File: config.mk
export PLATFORM = sky130hd
export DESIGN_NAME = drm_uip_stream_adapter
export DESIGN_NICKNAME = d
export VERILOG_FILES = /design/src/rtl/drm_uip_stream_adapter.sv
export SDC_FILE = /design/constraint.sdc
export NUM_CORES = 1
export LEC_CHECK = 0
export CAP_MARGIN = 25
export CORE_UTILIZATION = 43
export CTS_CLUSTER_SIZE = 24
export DETAILED_ROUTE_END_ITERATION = 8
export PLACE_DENSITY = 0.8
export SYNTH_ARGS = -nofsm -noshare
export SYNTH_HDL_FRONTEND = slang
export SYNTH_SLANG_ARGS = --single-unit
File: constraint.sdc
create_clock -name drm_aclk -period 1.8 [get_ports drm_aclk]
set_input_delay 0.54 -clock drm_aclk [delete_from_list [all_inputs] [get_ports drm_aclk]]
set_output_delay 0.54 -clock drm_aclk [all_outputs]
set_load 0.01 [all_outputs]
File: src/rtl/drm_uip_stream_adapter.sv
// Activator-side endpoint of the DRM per-user-IP AXI4-Stream link.
// Optional counters: define DRM_UIP_ADAPTER_STATS_EN to add stat_* outputs.
module drm_uip_stream_adapter #(
  parameter int DATA_W         = 32,
  parameter int TIMEOUT_CYCLES = 1024,
  parameter int CNT_W          = 20
) (
  input  logic              drm_aclk,
  input  logic              drm_arst,
  output logic              s_tready,
  input  logic              s_tvalid,
  input  logic [DATA_W-1:0] s_tdata,
  input  logic              m_tready,
  output logic              m_tvalid,
  output logic [DATA_W-1:0] m_tdata,
  output logic              act_dat_o,
  output logic              act_we_o,
  output logic [1:0]        act_adr_o,
  output logic              act_cyc_o,
  output logic              act_cs_o,
  input  logic              act_dat_i,
  input  logic              act_sta_i,
  input  logic              act_intr_i,
  input  logic              act_ack_i,
  output logic              link_lost
`ifdef DRM_UIP_ADAPTER_STATS_EN
  ,
  output logic [31:0]       stat_in_beats,
  output logic [15:0]       stat_overwrites
`endif
);

  typedef enum logic [1:0] {
    SK_EMPTY,
    SK_ONE,
    SK_TWO
  } skid_t;

  localparam logic [CNT_W-1:0] TMO = CNT_W'(TIMEOUT_CYCLES);

  skid_t             sk_q, sk_d;
  logic [DATA_W-1:0] head_q, head_d;
  logic [DATA_W-1:0] tail_q, tail_d;
  logic [DATA_W-1:0] samp;
  logic [CNT_W-1:0]  wdog_q;
  logic              accept;
  logic              lost_nxt;
  logic              ovw;

  assign accept   = s_tvalid & s_tready;
  assign lost_nxt = !accept && (wdog_q == TMO);
  assign samp     = {{(DATA_W-4){1'b0}},
                     act_ack_i, act_intr_i,
                     act_sta_i, act_dat_i};
  assign m_tvalid = (sk_q != SK_EMPTY);
  assign m_tdata  = head_q;
  assign ovw      = (sk_q == SK_TWO) && !m_tready;

  generate
    if (DATA_W > 6) begin : g_rsvd
      logic unused_rsvd;
      assign unused_rsvd = ^s_tdata[DATA_W-1:6];
    end
  endgenerate

  // Head is only replaced once the sink has taken it.
  always_comb begin
    sk_d   = sk_q;
    head_d = head_q;
    tail_d = tail_q;
    unique case (sk_q)
      SK_EMPTY: begin
        head_d = samp;
        sk_d   = SK_ONE;
      end
      SK_ONE: begin
        if (m_tready) begin
          head_d = samp;
        end else begin
          tail_d = samp;
          sk_d   = SK_TWO;
        end
      end
      SK_TWO: begin
        if (m_tready) head_d = tail_q;
        tail_d = samp;
      end
      default: sk_d = SK_EMPTY;
    endcase
  end

  always_ff @(posedge drm_aclk) begin
    if (drm_arst) begin
      sk_q   <= SK_EMPTY;
      head_q <= '0;
      tail_q <= '0;
    end else begin
      sk_q   <= sk_d;
      head_q <= head_d;
      tail_q <= tail_d;
    end
  end

  always_ff @(posedge drm_aclk) begin
    if (drm_arst) begin
      s_tready  <= 1'b0;
      act_dat_o <= 1'b0;
      act_we_o  <= 1'b0;
      act_adr_o <= 2'b00;
      act_cyc_o <= 1'b0;
      act_cs_o  <= 1'b0;
      wdog_q    <= '0;
      link_lost <= 1'b0;
    end else begin
      s_tready  <= 1'b1;
      link_lost <= lost_nxt;
      if (accept) begin
        {act_cs_o, act_cyc_o, act_adr_o,
         act_we_o, act_dat_o} <= s_tdata[5:0];
      end else if (lost_nxt) begin
        act_cyc_o <= 1'b0;
        act_cs_o  <= 1'b0;
        act_we_o  <= 1'b0;
      end
      if (accept)
        wdog_q <= '0;
      else if (wdog_q != TMO)
        wdog_q <= wdog_q + 1'b1;
    end
  end

`ifdef DRM_UIP_ADAPTER_STATS_EN
  always_ff @(posedge drm_aclk) begin
    if (drm_arst) begin
      stat_in_beats   <= '0;
      stat_overwrites <= '0;
    end else begin
      if (accept) stat_in_beats <= stat_in_beats + 1'b1;
      if (ovw) stat_overwrites <= stat_overwrites + 1'b1;
    end
  end
`else
  logic unused_ovw;
  assign unused_ovw = ovw;
`endif

endmodule

Word-level counts from Yosys, hierarchy flattened
Cells that the tools add are included.
{ "classes": {"n_addsub": 1, "mux": 12, "n_eq_ne": 7, "reduce_logical": 11, "bitwise_logic": 2} }
{ "ops": {"columns": ["op", "n"], "rows": [
  ["2-to-1 mux 32 bit", 3],
  ["one-hot mux 32 bit (3 select lines)", 1],
  ["one-hot mux 32 bit (2 select lines)", 1],
  ["adder 20 x 1 -> 20 bit (second input constant)", 1],
  ["== test 20 x 11 -> 1 bit (second input constant)", 1],
  ["!= test 20 x 11 -> 1 bit (second input constant)", 1],
  ["!= test 2 bit (second input constant)", 3],
  ["one-hot mux 2 bit (3 select lines)", 1],
  ["nonzero test 2 bit", 3],
  ["2-to-1 mux 1 bit", 5],
  ["AND reduction 2 bit", 2],
  ["AND reduction 3 bit", 1],
  ["nonzero test 3 bit", 1],
  ["== test 2 x 1 -> 1 bit (second input constant)", 1],
  ["== test 2 bit (second input constant)", 1],
  ["zero test 2 bit", 1],
  ["2-to-1 mux 2 bit", 1],
  ["OR reduction 2 bit", 1],
  ["bitwise AND 1 bit", 1],
  ["logical AND 1 bit", 1],
  ["zero test 1 bit", 1],
  ["NOT 1 bit", 1]
]} }
{ "word_totals": {"inputBits": 40, "output_inout_bits": 41, "word_cells": 44, "regBits": 94} }

Depth between registers and ports, before layout
{ "depth": {"depth_word": 5, "ltp_mapped": 6, "mapped_depth_nobuf": 6} }

Worst setup path before layout
Ideal clock, no wire load.
{ "synth_timing": {"path_type": "register to register", "from": "register wdog_q[0]", "to": "register act_cs_o", "stages_incl_launch_ff": 7, "arrival_time_ns": 1.379, "synth_period_minus_slack_ns": 1.502, "path_buffers": 0, "setup_slack_ns": 0.298, "path_cell_list": "dfxtp_1 -> inv_1 -> ha_1 -> nor4b_1 -> nand4_1 -> o211ai_1 -> a21oi_1"} }
{ "synth_via": {"elab_chain_cells": 3} }
{ "synth_rtl": {"columns": ["item", "line", "source"], "rows": [
  ["start: declaration", "45", "logic [CNT_W-1:0] wdog_q;"],
  ["start signal: assignment", "128", "wdog_q <= wdog_q + 1'b1;"],
  ["== test 20 x 11 -> 1 bit", "51", "assign lost_nxt = !accept && (wdog_q == TMO);"],
  ["logical AND 1 bit", "51", null],
  ["nonzero test 2 bit (no source line)", null, null],
  ["end signal: assignment", "111", "act_cs_o <= 1'b0;"],
  ["end signal: assignment", "122", "act_cs_o <= 1'b0;"],
  ["end: declaration", "20", "output logic act_cs_o,"]
]} }
No other way between the ends.
A chain may end at the register's enable or synchronous reset.

Worst setup path after layout
{ "layout_timing": {"from": "register act_adr_o[1]", "to": "output act_adr_o[1]"} }
{ "layout_lines": {"columns": ["item", "line", "source"], "rows": [
  ["start: declaration", "18", "output logic [1:0] act_adr_o,"],
  ["start signal: assignment", "109", "act_adr_o <= 2'b00;"]
]} }
No word-level cell between the ends.

==> flow_summary.json <==
{
  "yosysWarnings": 0,
  "wire_per_inst_um": 11.86,
  "final_common_cell": "dfxtp_1",
  "antenna_found_initial": 0,
  "leakagePower_nw": 0.9701,
  "cp_cell_sequence": "clkdlybuf4s50_1",
  "grt_max_degree": 14,
  "synth_cells": 222,
  "die_h_um": 69.22,
  "combPwrFrac_pct": 11.8,
  "nets": 298,
  "design.portCount": 81,
  "hp-start": "act_dat_o",
  "cts_setup_buffers": 0,
  "grt_pass1_wl_um": 6127,
  "die_area_um2": 4791,
  "start_util_pct": 44.63,
  "slowest_delay_ns": 0.54,
  "hold_viol": 0,
  "detail_route.first_pass.iterations": 5,
  "ys_seq_area_share_pct": 39.15,
  "syn_area_um2": 1943,
  "cp_max_fo": 2,
  "via_per_inst": 4.948,
  "ys.flop_type": "dfxtp_1",
  "power.switching_uw": 454.0,
  "slowest_stage": "clkdlybuf4s50_1",
  "ys_ff_latch": 38,
  "num_rows": 24,
  "drv_cap": 0,
  "finalCritPeriodShare_pct": 95.72,
  "synth-edff-count": 0,
  "finalSetupTns_ns": 0,
  "ir_worst_vdd_mv": 0.6266,
  "status": "finished clean",
  "clock-sinks": 38,
  "place_inst": 301,
  "clock.fmax_ghz": 0.5804,
  "regToRegStartpoint": "wdog_q[0]",
  "area_growth_pct": 19.06,
  "p_per_area_nw_per_um2": 797.1,
  "routed-via-count": 1529,
  "p_seq_share_pct": 48.3,
  "cts-root-buf": "clkbuf_8",
  "wirelength_um": 3665,
  "layoutNonFillerInstCount": 309,
  "antenna_cells": 0,
  "crit_buf_inv": 1,
  "grt_pass1_vias": 1398,
  "drive_gt1_share_pct": 10.89,
  "h-tree-depth": 2,
  "dp.final_hpwl_um": 2666,
  "io_buffers": 26,
  "rsz0062_at_grt": "false",
  "yosysUniqueCellTypes": 39,
  "fin_crit_ns": 1.723,
  "cts.clk_slew.worst_paths_ns": 0.08,
  "yosys.area.top_type": "dfxtp_1",
  "drt_iter0_markers": 56,
  "maxSlewViolCount": 0,
  "setup_viol": 0,
  "crit_path_start_kind": "flip-flop",
  "critPathLaunch": "act_adr_o[1]",
  "most-common-layout-cells": "38 x dfxtp_1, 28 x conb_1, 24 x clkdlybuf4s50_1",
  "drc": 0,
  "sw_frac_of_total_pct": 24.62,
  "skew_ns": 0.005729,
  "grt-ovfl-total": 0,
  "arrival_ns": 1.18,
  "cts_tree": "done",
  "ys_top_cells_by_area": "dfxtp_1 39%, buf_4 11%, nor2_1 4.4%, mux2i_1 4.1%, nand2_1 3.5%",
  "crit_path_end_kind": "output pin",
  "die_w_um": 69.22,
  "core_area_um2": 4354,
  "clockBufferDepth": 2,
  "synth_async_sr_flop_share_pct": 0,
  "path_delay_family": "buffers and inverters",
  "gp_congestion": 0.8303,
  "hold_class": "reg2reg",
  "gr-usage-all-layers_pct": 15.91,
  "ant_nets": 0,
  "cp.required_ns": 1.26,
  "intPower_mw": 1.390,
  "pwr-share-clk_pct": 39.9,
  "clk_latency_ns": 0.30,
  "path_class": "reg2out",
  "synth.avg_cell_area_um2": 8.753,
  "numCtsBuffers": 5,
  "yosysTopAreaCellShare_pct": 39.15
}
through the flow:
stage	power, mW	hold slack, ns	utilization (%)	instance area (um2)	worst slack (ns)
6_report	1.844	0.4636	53.13	2313	0.07711
5_1_grt	1.922	0.4998	53.13	2313	0.02321
4_1_cts	1.857	0.4681	52.93	2305	0.01571
3_5_place_dp	1.129	0.4559	50.34	2192	0.0002177
3_3_place_gp	1.123	0.4428	50.34	2192	0.02150
2_1_floorplan	1.075	0.4627	-	2044	0.2984
cells by family after synthesis:
family                     share of synthesized area [%]
AOI/OAI and AO/OA                                  9.208
other                                             0.1930
DFF                                                39.15
and+or+nand+nor                                    25.82
buffers and inverters                              14.75
adders and majority gates                          1.803
muxes                                              4.121
xor gates and xnor gates                           4.958
power groups by stage:
stage	Clock, mW	Sequential [mW]	Combinational [mW]
after floorplan	0	0.915	0.160
after global placement	0	0.909	0.214
after detailed placement	0	0.911	0.218
after CTS	0.748	0.891	0.217
after global routing	0.789	0.895	0.238
final	0.736	0.891	0.217
synth_stat cells, types with 2 or more instances:
| master | count |
|---|---|
| xnor2_1 | 7 |
| o211ai_1 | 3 |
| buf_2 | 4 |
| a21oi_1 | 12 |
| ha_1 | 2 |
| or3_1 | 2 |
| o21ai_0 | 7 |
| o21a_1 | 2 |
| and4_1 | 2 |
| nand2b_1 | 2 |
| nand3b_1 | 2 |
| mux2i_1 | 8 |
| nor4_1 | 3 |
| nand4_1 | 4 |
| nor4b_1 | 2 |
| a211oi_1 | 5 |
| and3_1 | 3 |
| nor3_1 | 11 |
| dfxtp_1 | 38 |
| nand3_1 | 4 |
| nor4_4 | 2 |
| buf_4 | 28 |
| xor2_1 | 4 |
| nand2_1 | 18 |
| and2_1 | 3 |
| nor2_1 | 23 |
| inv_1 | 7 |
| clkbuf_1 | 3 |
layer usage:
metal / GRT usage (%) / vias up / part of all wire [%]
met1: 18.76 / 704 / 45
met2: 26.32 / 41 / 49
li1: - / 779 / -
met4: 6.803 / 0 / 1.8
met5: 0 / - / 0
met3: 5.233 / 5 / 4.0
area by class of cell:
type / count / area [um2]
fillers: 407 / 2041
multi-input cells: 167 / 1003
flip-flops and latches: 38 / 760.7
repair buffers: 37 / 344.1
clock buffers: 5 / 68.82
well taps: 52 / 65.06
clock inverters: 3 / 45.04
inverters: 7 / 26.28
final timing paths:
path | end | slack (ns) | cells past startpoint
worst max-delay path | act_adr_o[1] | 0.08 | 1
worst min-delay path | act_dat_o | 0.46 | 2
worst max register to register | wdog_q[18] | 0.16 | 5
worst min register to register | act_dat_o | 0.46 | 2
registers in the layout, indices dropped and copies added, names as in the netlist:
register / flops
act_cyc_o: 1
act_cs_o: 1
tail_q: 4
act_dat_o: 1
link_lost: 1
act_adr_o: 2
act_we_o: 1
m_tdata: 4
s_tready: 1
wdog_q: 20
sk_q: 2
repair_timing:
| item | 4_1_cts | 5_1_grt |
|---|---|---|
| resized for setup | 1 | 2 |
| endpoints found under the setup margin | 1 | 6 |
| pin swaps | 0 | 0 |
| hold buffers | 0 | 0 |
Note: power is estimated with default switching activity, not from simulation.
